[config.mk]
export PLATFORM = sky130hd
export DESIGN_NAME = pipeline_control_unit
export DESIGN_NICKNAME = d
export VERILOG_FILES = /design/src/rtl/pipeline_control_unit_pkg.sv /design/src/rtl/pipeline_control_unit_decoder.sv /design/src/rtl/pipeline_control_unit.sv
export SDC_FILE = /design/constraint.sdc
export NUM_CORES = 1
export LEC_CHECK = 0
export ABC_AREA = 0
export CORE_UTILIZATION = 30
export CTS_CLUSTER_DIAMETER = 40
export DETAILED_ROUTE_END_ITERATION = 16
export PLACE_DENSITY = 0.62
export SYNTH_ARGS = -nofsm -noshare
export SYNTH_HDL_FRONTEND = slang
export SYNTH_SLANG_ARGS = --single-unit
[constraint.sdc]
create_clock -name Clk -period 6.55 [get_ports Clk]
set_input_delay 1.31 -clock Clk [delete_from_list [all_inputs] [get_ports Clk]]
set_output_delay 1.31 -clock Clk [all_outputs]
set_load 0.01 [all_outputs]
[src/rtl/pipeline_control_unit_pkg.sv]
// Shared encodings and the ID/EX control bundle for the pipelined decode controller.
package pipeline_ctrl_pkg;

  localparam logic [5:0] OP_RTYPE  = 6'h00;
  localparam logic [5:0] OP_REGIMM = 6'h01;
  localparam logic [5:0] OP_J      = 6'h02;
  localparam logic [5:0] OP_JAL    = 6'h03;
  localparam logic [5:0] OP_BEQ    = 6'h04;
  localparam logic [5:0] OP_BNE    = 6'h05;
  localparam logic [5:0] OP_BLEZ   = 6'h06;
  localparam logic [5:0] OP_BGTZ   = 6'h07;
  localparam logic [5:0] OP_ADDI   = 6'h08;
  localparam logic [5:0] OP_SLTI   = 6'h0A;
  localparam logic [5:0] OP_ANDI   = 6'h0C;
  localparam logic [5:0] OP_ORI    = 6'h0D;
  localparam logic [5:0] OP_XORI   = 6'h0E;
  localparam logic [5:0] OP_MUL    = 6'h1C;
  localparam logic [5:0] OP_LB     = 6'h20;
  localparam logic [5:0] OP_LH     = 6'h21;
  localparam logic [5:0] OP_LW     = 6'h23;
  localparam logic [5:0] OP_SB     = 6'h28;
  localparam logic [5:0] OP_SH     = 6'h29;
  localparam logic [5:0] OP_SW     = 6'h2B;

  localparam logic [5:0] FN_JR     = 6'h08;
  localparam logic [4:0] RT_BLTZ   = 5'd0;
  localparam logic [4:0] RT_BGEZ   = 5'd1;

  localparam logic [3:0] ALU_ADD   = 4'd0;
  localparam logic [3:0] ALU_SUB   = 4'd1;
  localparam logic [3:0] ALU_RTYPE = 4'd2;
  localparam logic [3:0] ALU_AND   = 4'd3;
  localparam logic [3:0] ALU_OR    = 4'd4;
  localparam logic [3:0] ALU_XOR   = 4'd5;
  localparam logic [3:0] ALU_SLT   = 4'd6;
  localparam logic [3:0] ALU_MUL   = 4'd7;

  typedef enum logic [1:0] {DST_RT = 2'd0, DST_RD = 2'd1, DST_R31 = 2'd2} reg_dst_e;
  typedef enum logic [1:0] {WB_MEM = 2'd0, WB_ALU = 2'd1, WB_PC4 = 2'd2} mem_to_reg_e;
  typedef enum logic [1:0] {SZ_WORD = 2'd0, SZ_HALF = 2'd1, SZ_BYTE = 2'd2} mem_size_e;

  typedef struct packed {
    logic        reg_write;
    logic        alu_src;
    logic        mem_write;
    logic        mem_read;
    logic        branch;
    logic        jump;
    logic        jump_reg;
    logic        valid;
    logic [3:0]  alu_op;
    reg_dst_e    reg_dst;
    mem_to_reg_e mem_to_reg;
    mem_size_e   store_type;
    mem_size_e   load_type;
  } ctrl_bundle_t;

  localparam ctrl_bundle_t CTRL_BUBBLE = '0;

endpackage

[src/rtl/pipeline_control_unit_decoder.sv]
// Combinational decode of the IF/ID instruction into a control bundle.
module instr_decoder
  import pipeline_ctrl_pkg::*;
(
  input  logic [31:0]  instr_i,
  output ctrl_bundle_t ctrl_o,
  output logic         illegal_o,
  output logic         uses_rt_o
);

  logic [5:0] op;
  logic [5:0] funct;
  logic [4:0] rt;
  logic       unused_bits;

  assign op          = instr_i[31:26];
  assign rt          = instr_i[20:16];
  assign funct       = instr_i[5:0];
  assign unused_bits = ^{instr_i[25:21], instr_i[15:6]};

  always_comb begin
    ctrl_o       = CTRL_BUBBLE;
    ctrl_o.valid = 1'b1;
    illegal_o    = 1'b0;
    uses_rt_o    = 1'b0;
    case (op)
      OP_RTYPE: begin
        if (funct == FN_JR) begin
          ctrl_o.jump_reg = 1'b1;
        end else begin
          ctrl_o.reg_write  = 1'b1;
          ctrl_o.reg_dst    = DST_RD;
          ctrl_o.mem_to_reg = WB_ALU;
          ctrl_o.alu_op     = ALU_RTYPE;
          uses_rt_o         = 1'b1;
        end
      end
      // MUL is register-register like the R-ops, so it reads rt too.
      OP_MUL: begin
        ctrl_o.reg_write  = 1'b1;
        ctrl_o.reg_dst    = DST_RD;
        ctrl_o.mem_to_reg = WB_ALU;
        ctrl_o.alu_op     = ALU_MUL;
        uses_rt_o         = 1'b1;
      end
      OP_ADDI, OP_SLTI, OP_ANDI, OP_ORI, OP_XORI: begin
        ctrl_o.reg_write  = 1'b1;
        ctrl_o.alu_src    = 1'b1;
        ctrl_o.mem_to_reg = WB_ALU;
        case (op)
          OP_SLTI: ctrl_o.alu_op = ALU_SLT;
          OP_ANDI: ctrl_o.alu_op = ALU_AND;
          OP_ORI:  ctrl_o.alu_op = ALU_OR;
          OP_XORI: ctrl_o.alu_op = ALU_XOR;
          default: ctrl_o.alu_op = ALU_ADD;
        endcase
      end
      OP_LW, OP_LH, OP_LB: begin
        ctrl_o.reg_write  = 1'b1;
        ctrl_o.alu_src    = 1'b1;
        ctrl_o.mem_read   = 1'b1;
        ctrl_o.mem_to_reg = WB_MEM;
        ctrl_o.alu_op     = ALU_ADD;
        ctrl_o.load_type  = (op == OP_LW) ? SZ_WORD : (op == OP_LH) ? SZ_HALF : SZ_BYTE;
      end
      OP_SW, OP_SH, OP_SB: begin
        ctrl_o.alu_src    = 1'b1;
        ctrl_o.mem_write  = 1'b1;
        ctrl_o.alu_op     = ALU_ADD;
        ctrl_o.store_type = (op == OP_SW) ? SZ_WORD : (op == OP_SH) ? SZ_HALF : SZ_BYTE;
        uses_rt_o         = 1'b1;
      end
      OP_BEQ, OP_BNE: begin
        ctrl_o.branch = 1'b1;
        ctrl_o.alu_op = ALU_SUB;
        uses_rt_o     = 1'b1;
      end
      OP_BLEZ, OP_BGTZ: begin
        ctrl_o.branch = 1'b1;
        ctrl_o.alu_op = ALU_SUB;
      end
      OP_REGIMM: begin
        if (rt == RT_BLTZ || rt == RT_BGEZ) begin
          ctrl_o.branch = 1'b1;
          ctrl_o.alu_op = ALU_SUB;
        end else begin
          ctrl_o    = CTRL_BUBBLE;
          illegal_o = 1'b1;
        end
      end
      OP_J: ctrl_o.jump = 1'b1;
      OP_JAL: begin
        ctrl_o.jump       = 1'b1;
        ctrl_o.reg_write  = 1'b1;
        ctrl_o.reg_dst    = DST_R31;
        ctrl_o.mem_to_reg = WB_PC4;
      end
      default: begin
        ctrl_o    = CTRL_BUBBLE;
        illegal_o = 1'b1;
      end
    endcase
  end

endmodule

[src/rtl/pipeline_control_unit.sv]
// ID/EX control register with load-use, multi-cycle MUL and redirect hazard handling.
module pipeline_control_unit
  import pipeline_ctrl_pkg::*;
#(
  parameter int unsigned ALUOP_W     = 4,
  parameter int unsigned MUL_LATENCY = 3
) (
  input  logic               Clk,
  input  logic               Rst_n,
  input  logic [31:0]        Instr,
  input  logic               InstrValid,
  input  logic               Redirect,
  output logic               ExRegWrite,
  output logic               ExALUSrc,
  output logic               ExMemWrite,
  output logic               ExMemRead,
  output logic               ExBranch,
  output logic               ExJump,
  output logic               ExJumpReg,
  output logic               ExValid,
  output logic [ALUOP_W-1:0] ExALUOp,
  output logic [1:0]         ExRegDst,
  output logic [1:0]         ExMemToReg,
  output logic [1:0]         ExStoreType,
  output logic [1:0]         ExLoadType,
  output logic [4:0]         ExRt,
  output logic               Stall,
  output logic               Flush,
  output logic               IllegalInstr
);

  typedef enum logic {ST_RUN, ST_MULWAIT} state_e;

  localparam logic [3:0] MUL_BUSY_INIT = 4'(MUL_LATENCY - 1);

  state_e       state_q, state_d;
  logic [3:0]   busy_cnt_q, busy_cnt_d;
  ctrl_bundle_t id_ex_q, id_ex_d;
  logic [4:0]   ex_rt_q, ex_rt_d;
  logic         illegal_q, illegal_d;

  ctrl_bundle_t dec_ctrl;
  logic         dec_illegal;
  logic         dec_uses_rt;
  logic [4:0]   id_rs, id_rt;
  logic         load_use;
  logic         stall_c, flush_c;

  instr_decoder u_dec (
    .instr_i   (Instr),
    .ctrl_o    (dec_ctrl),
    .illegal_o (dec_illegal),
    .uses_rt_o (dec_uses_rt)
  );

  assign id_rs = Instr[25:21];
  assign id_rt = Instr[20:16];

  assign load_use = InstrValid & id_ex_q.valid & id_ex_q.mem_read & (ex_rt_q != '0) &
                    ((ex_rt_q == id_rs) | (dec_uses_rt & (ex_rt_q == id_rt)));

  always_comb begin
    state_d    = state_q;
    busy_cnt_d = busy_cnt_q;
    id_ex_d    = id_ex_q;
    ex_rt_d    = ex_rt_q;
    illegal_d  = 1'b0;
    stall_c    = 1'b0;
    flush_c    = 1'b0;
    if (Redirect) begin
      flush_c    = 1'b1;
      state_d    = ST_RUN;
      busy_cnt_d = '0;
      id_ex_d    = CTRL_BUBBLE;
      ex_rt_d    = '0;
    end else if (state_q == ST_MULWAIT) begin
      // MUL stays in EX; the count reaching zero releases the pipeline.
      stall_c    = 1'b1;
      busy_cnt_d = busy_cnt_q - 4'd1;
      if (busy_cnt_q == 4'd1) state_d = ST_RUN;
    end else if (load_use) begin
      stall_c = 1'b1;
      id_ex_d = CTRL_BUBBLE;
      ex_rt_d = '0;
    end else if (!InstrValid || dec_illegal) begin
      id_ex_d   = CTRL_BUBBLE;
      ex_rt_d   = '0;
      illegal_d = InstrValid & dec_illegal;
    end else begin
      id_ex_d = dec_ctrl;
      ex_rt_d = id_rt;
      if (dec_ctrl.alu_op == ALU_MUL && MUL_LATENCY > 1) begin
        busy_cnt_d = MUL_BUSY_INIT;
        state_d    = ST_MULWAIT;
      end
    end
  end

  always_ff @(posedge Clk or negedge Rst_n) begin
    if (!Rst_n) begin
      state_q    <= ST_RUN;
      busy_cnt_q <= '0;
      id_ex_q    <= CTRL_BUBBLE;
      ex_rt_q    <= '0;
      illegal_q  <= 1'b0;
    end else begin
      state_q    <= state_d;
      busy_cnt_q <= busy_cnt_d;
      id_ex_q    <= id_ex_d;
      ex_rt_q    <= ex_rt_d;
      illegal_q  <= illegal_d;
    end
  end

  assign Stall        = Rst_n & stall_c;
  assign Flush        = Rst_n & flush_c;
  assign IllegalInstr = illegal_q;

  assign ExRegWrite  = id_ex_q.reg_write;
  assign ExALUSrc    = id_ex_q.alu_src;
  assign ExMemWrite  = id_ex_q.mem_write;
  assign ExMemRead   = id_ex_q.mem_read;
  assign ExBranch    = id_ex_q.branch;
  assign ExJump      = id_ex_q.jump;
  assign ExJumpReg   = id_ex_q.jump_reg;
  assign ExValid     = id_ex_q.valid;
  assign ExALUOp     = ALUOP_W'(id_ex_q.alu_op);
  assign ExRegDst    = id_ex_q.reg_dst;
  assign ExMemToReg  = id_ex_q.mem_to_reg;
  assign ExStoreType = id_ex_q.store_type;
  assign ExLoadType  = id_ex_q.load_type;
  assign ExRt        = ex_rt_q;

endmodule

==> impl_metrics.csv, run 1 <==
group,metric,value,unit
route,via_per_inst,5.26,
finish,antenna_cells,0,
sta,worst_slack,1470,ps
sta,finalCriticalPeriod,5080,ps
synthesis,synth.top_cells.by_count,"dfrtp_1 (30), a22o_1 (14), nand2_1 (10), nor2_1 (10)",
route,drc,0,
die,row_count,27,
sta,setup_viol,0,
worst_setup_path,start_kind,"input pin",
synthesis,yosysMostFrequentCell,"dfrtp_1",
route,wl,4320,um
run_status,status,"finished, final reports clean",
clock_network,cts_made_buffers,5,
die,die-height,79.5,um
sta,timing_max_transition_violations_final,0,
power,p_per_area,166,nW/um^2
finish,areaGrowthSynthToFinish,34.0,%
sta,rsz0062_at_grt,"false",
worst_setup_path,cp_common_cell,"clkdlybuf4s50_1",
clock_network,clkSinkCount,30,
global_routing,met2_usage,0.222,
worst_setup_path,crit_path_end_kind,"primary output",
synthesis,synth_area,1800,um^2
global_routing,first_global_vias,1510,
clock_network,clock_tree.buffer_depth,2,
die,initial_utilization,0.319,
placed_design,dp_slack,1460,ps
sta,tns,0,ps
placed_design,io_buffers,52,
power,p_leak,0.997,nW
synthesis,synth_top_cell_area_share,0.417,
finish,instances_no_fill,299,
sta,holdWs,495,ps
power,vdd_drop_max,88.9,uV
sta,finalHoldViolations,0,
synthesis,synthesis.nets,215,
clock_network,clkTransAtPathRegs,60,ps
placed_design,place_hpwl,3090,um
die,die_w,79.5,um
synthesis,synth.distinct_cells,53,
clock_network,cts_setup_buffers,0,
placed_design,dp_cells,291,
placed_design,place_area,2320,um^2
worst_setup_path,critPathMaxStageDelay,690,ps
clock_network,holdBufCountCts,0,
route,drtAntennaViolNets,0,
power,totalPowerFinal,0.401,mW
finish,drive_above_1_share,0.0881,
synthesis,synthTopCellsByArea,"dfrtp_1 (42%), a22o_1 (6.8%), a32o_1 (4.4%), buf_6 (3.7%), xnor2_1 (3.4%)",
sta,period_share,0.775,
clock_network,htreeDepth,2,
global_routing,grtUsageMet1,0.206,
die,core,5640,um^2
finish,stdcell_area,2410,um^2
global_routing,grt_max_degree,26,
route,post_drt_wl_per_cell,14.5,um
clock_network,cts_tree,"built",
route,first_iter_violations,87,
synthesis,syn_inst,177,
finish,layout.nets,264,
global_routing,use_met3,0.0286,
worst_setup_path,path_cells,"clkdlybuf4s50_1, nor3_1, nand2_1, o221ai_1, and3_4, o311a_1, clkdlybuf4s50_1",
placed_design,gp_congestion,0.797,
hold_path,hold_path.class,"reg -> reg",
die,die_area,6320,um^2
sta,slew_headroom,0.349,
clock_network,cts_root_buf,"clkbuf_8",
worst_setup_path,crit_arrival,3770,ps
clock_network,clkLatencyLatePin,280,ps
synthesis,yosys_register_bits,30,
global_routing,grt_overflow_total,0,
worst_setup_path,required,5240,ps
synthesis,yosysTopAreaCell,"dfrtp_1",
synthesis,ys_async_sr_fraction,1.00,
synthesis,ys_seq_area_frac,0.417,
sta,skew,7.72,ps
route,vias,1572,
global_routing,grt_use_total,0.148,
worst_setup_path,cp_slowest_cell,"clkdlybuf4s50_1",
sta,tightest_slew,976,ps
worst_setup_path,cp_max_fo,16,
global_routing,grt_pass1_wl,7250,um
global_routing,antenna_found_initial,0,
route,firstDrtPassIters,4,
synthesis,synthFlopType,"dfrtp_1",
flow_run,maxCapViolations,0,
finish,fin_util,0.428,
sta,fmax,197,MHz
synthesis,yosysWarnings,0,
worst_setup_path,worstSetupPathType,"in -> out",
clock_network,cts_resized,0,
synthesis,synth.avg_cell_area,10.2,um^2
die,io-pin-count,64,
synthesis,synth_edf_count,0,
global_routing,grt-busiest-layer,"met2",
## worst paths after layout
path / slack, ps / start / cells after the start / to
max in group asynchronous: 4500 / Rst_n / 2 / ExALUSrc$_DFFE_PN0P_
hold reg to reg: 500 / ExRegDst[1]$_DFFE_PN0P_ / 1 / ExRegDst[1]$_DFFE_PN0P_
setup reg to reg: 3870 / ExRt[1]$_DFFE_PN0P_ / 6 / ExStoreType[0]$_DFFE_PN0P_
hold / removal: 500 / ExRegDst[1]$_DFFE_PN0P_ / 1 / ExRegDst[1]$_DFFE_PN0P_
min in group asynchronous: 1370 / Rst_n / 1 / state_q$_DFF_PN0_
setup / recovery: 1470 / Instr[27] / 7 / Stall
## layout by cell type (no fill, tap or decap), drive strengths merged, types with 2 or more instances in the layout
| cell | count |
|---|---|
| o21ai | 6 |
| nand2 | 10 |
| nor2 | 10 |
| nand2b | 5 |
| a22o | 15 |
| nor3 | 7 |
| a32o | 8 |
| clkbuf | 7 |
| inv | 5 |
| xor2 | 5 |
| a21oi | 8 |
| and3 | 3 |
| xnor2 | 7 |
| nand3 | 8 |
| or4 | 2 |
| nor4 | 3 |
| nor2b | 4 |
| buf | 2 |
| dfrtp | 30 |
| ha | 2 |
| o22ai | 2 |
| and2 | 4 |
| clkdlybuf4s50 | 52 |
## power breakdown
| group | internal, mW | switching, mW | leakage, nW |
|---|---|---|---|
| Combinational | 0.0294 | 0.0298 | 0.531 |
| Clock | 0.0846 | 0.0675 | 0.0482 |
| Sequential | 0.187 | 0.00198 | 0.417 |
| Total | 0.301 | 0.0993 | 0.997 |
## final cells by class
class | count | area (um^2)
Clock buffer | 7 | 86.3
Clock inverter | 1 | 5.00
Fill cell | 544 | 3230
Inverter | 5 | 18.8
Multi-Input combinational cell | 130 | 928
Sequential cell | 30 | 751
Tap cell | 72 | 90.1
Timing Repair Buffer | 54 | 536
## registers in the layout (all words and copies together) (netlist names)
name	flops
ExRt	5
busy_cnt_q	4
ExALUOp	3
ExLoadType	2
ExMemToReg	2
ExRegDst	2
ExStoreType	2
ExALUSrc	1
ExBranch	1
ExJump	1
ExJumpReg	1
ExMemRead	1
ExMemWrite	1
ExRegWrite	1
ExValid	1
IllegalInstr	1
state_q	1
## critical path: cells and delay by family
family / cells / cell delay (ps)
AO/OA/AOI/OAI: 2 / 460
buffers and inverters: 2 / 1230
AND/OR/NAND/NOR: 3 / 750
## metal layers
metal  routed length (um)  part of all wire
met1                 2030              0.47
met2                 1930              0.45
met3                  298             0.069
met4                   61             0.014
met5                    0                 0
## logic make-up after synthesis
family                   count (synthesis)  share of synthesized area
flip-flops                              30                      0.417
buffers and inverters                   17                     0.0681
AND/OR/NAND/NOR                         63                      0.206
XOR/XNOR                                12                     0.0583
adder cells (fa/ha/maj)                  2                     0.0139
multiplexers                             1                    0.00556
AO/OA/AOI/OAI                           51                      0.230
other                                    1                    0.00208
No activity file was read; power rests on OpenSTA's default activity.
==> inputs of run 2 (changes only) <==
==> constraint.sdc (replaced) <==
create_clock -name Clk -period 5.23 [get_ports Clk]
set_input_delay 1.046 -clock Clk [delete_from_list [all_inputs] [get_ports Clk]]
set_output_delay 1.046 -clock Clk [all_outputs]
set_load 0.01 [all_outputs]
==> impl_metrics.csv, run 2 (synthesis gave the netlist of run 1 again) <==
group,metric,value,unit
die,initial_utilization,0.319,
worst_setup_path,cp_max_fo,3,
worst_setup_path,path_cells,"clkdlybuf4s50_1, or4b_1, nor3_2, o221ai_1, and3_4, o311a_1, clkdlybuf4s50_1",
sta,fmax,222,MHz
hold_path,hold_path.class,"reg -> reg",
clock_network,clkSinkCount,30,
global_routing,grt_pass1_wl,7000,um
flow_run,maxCapViolations,0,
placed_design,dp_slack,743,ps
route,wl,4330,um
sta,finalHoldViolations,0,
finish,antenna_cells,0,
worst_setup_path,critPathMaxStageDelay,530,ps
die,die_w,79.5,um
clock_network,clkTransAtPathRegs,60,ps
clock_network,cts_root_buf,"clkbuf_8",
run_status,status,"finished, final reports clean",
clock_network,cts_resized,0,
worst_setup_path,reg2reg_from,"ExRt[1]$_DFFE_PN0P_",
power,p_leak,1.02,nW
sta,holdWs,493,ps
route,vias,1592,
global_routing,grt_overflow_total,0,
worst_setup_path,start_kind,"input pin",
worst_setup_path,crit_arrival,3450,ps
worst_setup_path,cp_common_cell,"clkdlybuf4s50_1",
finish,fillers,561,
route,drtAntennaViolNets,0,
hold_path,min_delay_worst_endpoint,"ExMemToReg[1]$_DFFE_PN0P_",
die,die-height,79.5,um
hold_path,hold_path_depth,1,
clock_network,cts_tree,"built",
placed_design,place_hpwl,3120,um
route,via_per_inst,5.29,
worst_setup_path,reg2reg_slack,2530,ps
sta,rsz0062_at_grt,"false",
sta,setup_viol,0,
die,row_count,27,
sta,tightest_slew,998,ps
clock_network,cts_made_buffers,5,
power,totalPowerFinal,0.551,mW
clock_network,holdBufCountCts,0,
die,die_area,6320,um^2
global_routing,grtUsageMet1,0.196,
clock_network,htreeDepth,2,
global_routing,met2_usage,0.214,
finish,layout.nets,267,
sta,finalCriticalPeriod,4500,ps
worst_setup_path,r2r_end,"ExALUSrc$_DFFE_PN0P_",
sta,period_share,0.861,
route,firstDrtPassIters,4,
sta,skew,5.80,ps
clock_network,clkLatencyLatePin,280,ps
finish,layout_commonest_cell,"clkdlybuf4s50_1",
route,post_drt_wl_per_cell,14.4,um
sta,slew_headroom,0.334,
placed_design,gp_congestion,0.810,
worst_setup_path,worstSetupPathType,"in -> out",
placed_design,io_buffers,52,
global_routing,grt_use_total,0.144,
clock_network,cts_setup_buffers,0,
sta,tns,0,ps
die,io-pin-count,64,
worst_setup_path,crit_path_end_kind,"primary output",
route,drc,0,
global_routing,use_met3,0.0354,
sta,worst_slack,729,ps
power,p_per_area,224,nW/um^2
finish,layout_common_cells,"clkdlybuf4s50_1 (52), dfrtp_1 (30), a22o_1 (14), nor2_1 (10), nand2_1 (10)",
finish,largest_reg_flops,5,
global_routing,antenna_found_initial,0,
sta,timing_max_transition_violations_final,0,
global_routing,grt_max_degree,26,
finish,areaGrowthSynthToFinish,36.5,%
worst_setup_path,cp_slowest_cell,"or4b_1",
hold_path,hold_start,"ExMemToReg[1]$_DFFE_PN0P_",
power,vdd_drop_max,118,uV
finish,drive_above_1_share,0.100,
die,core,5640,um^2
global_routing,grt-busiest-layer,"met2",
clock_network,clock_tree.buffer_depth,2,
global_routing,first_global_vias,1465,
worst_setup_path,required,4180,ps
worst_setup_path,rr_worst_depth,6,
route,first_iter_violations,109,
==> run 2: changes by cell type in the layout (fill, tap and decap cells not counted) <==
cell       delta
clkbuf_1      -1
clkinv_2      -1
bufinv_16     +1
buf_4         +3
==> run 2: cell type report <==
cell class / instances / area (um^2) / share of cell area
Inverter: 5 / 18.8 / 0.00763
Sequential cell: 30 / 751 / 0.305
Clock inverter: 1 / 30.0 / 0.0122
Multi-Input combinational cell: 130 / 928 / 0.378
Clock buffer: 6 / 82.6 / 0.0336
Timing Repair Buffer: 57 / 558 / 0.227
Tap cell: 72 / 90.1 / 0.0366
==> run 2: worst max path at each step <==
stage                   start  endpoint  slack, ps  depth (start not counted)
floorplan            Instr[2]     Stall       1740                          5
global placement     Instr[2]     Stall        750                          7
detailed placement   Instr[5]     Stall        740                          7
CTS                  Instr[5]     Stall        740                          7
global route        Instr[31]     Stall        640                          7
finish               Instr[2]     Stall        730                          7
==> run 2: per-stage QoR <==
step / std cells / area [um^2] / util
after CTS: 301 / 2460 / 0.436
after detailed placement: 294 / 2350 / 0.416
after global placement: 294 / 2350 / 0.416
after global routing: 301 / 2460 / 0.436
after floorplan: 177 / 1800 / -
final: 301 / 2460 / 0.436
==> run 2: routing by layer <==
metal,vias to the layer above,share of wire
met1,760,0.48
met4,0,0.015
li1,763,-
met2,62,0.43
met5,-,0
met3,7,0.074
==> run 2: critical path: cells and delay by family <==
kind,cells,cell delay (ps)
AO/OA/AOI/OAI,2,570
buffers and inverters,2,870
AND/OR/NAND/NOR,3,970
==> run 2: power breakdown <==
part	internal, mW	total [mW]	switching [mW]
Combinational	0.0382	0.0764	0.0382
Sequential	0.235	0.237	0.00253
Clock	0.152	0.237	0.0848
Total	0.425	0.551	0.126
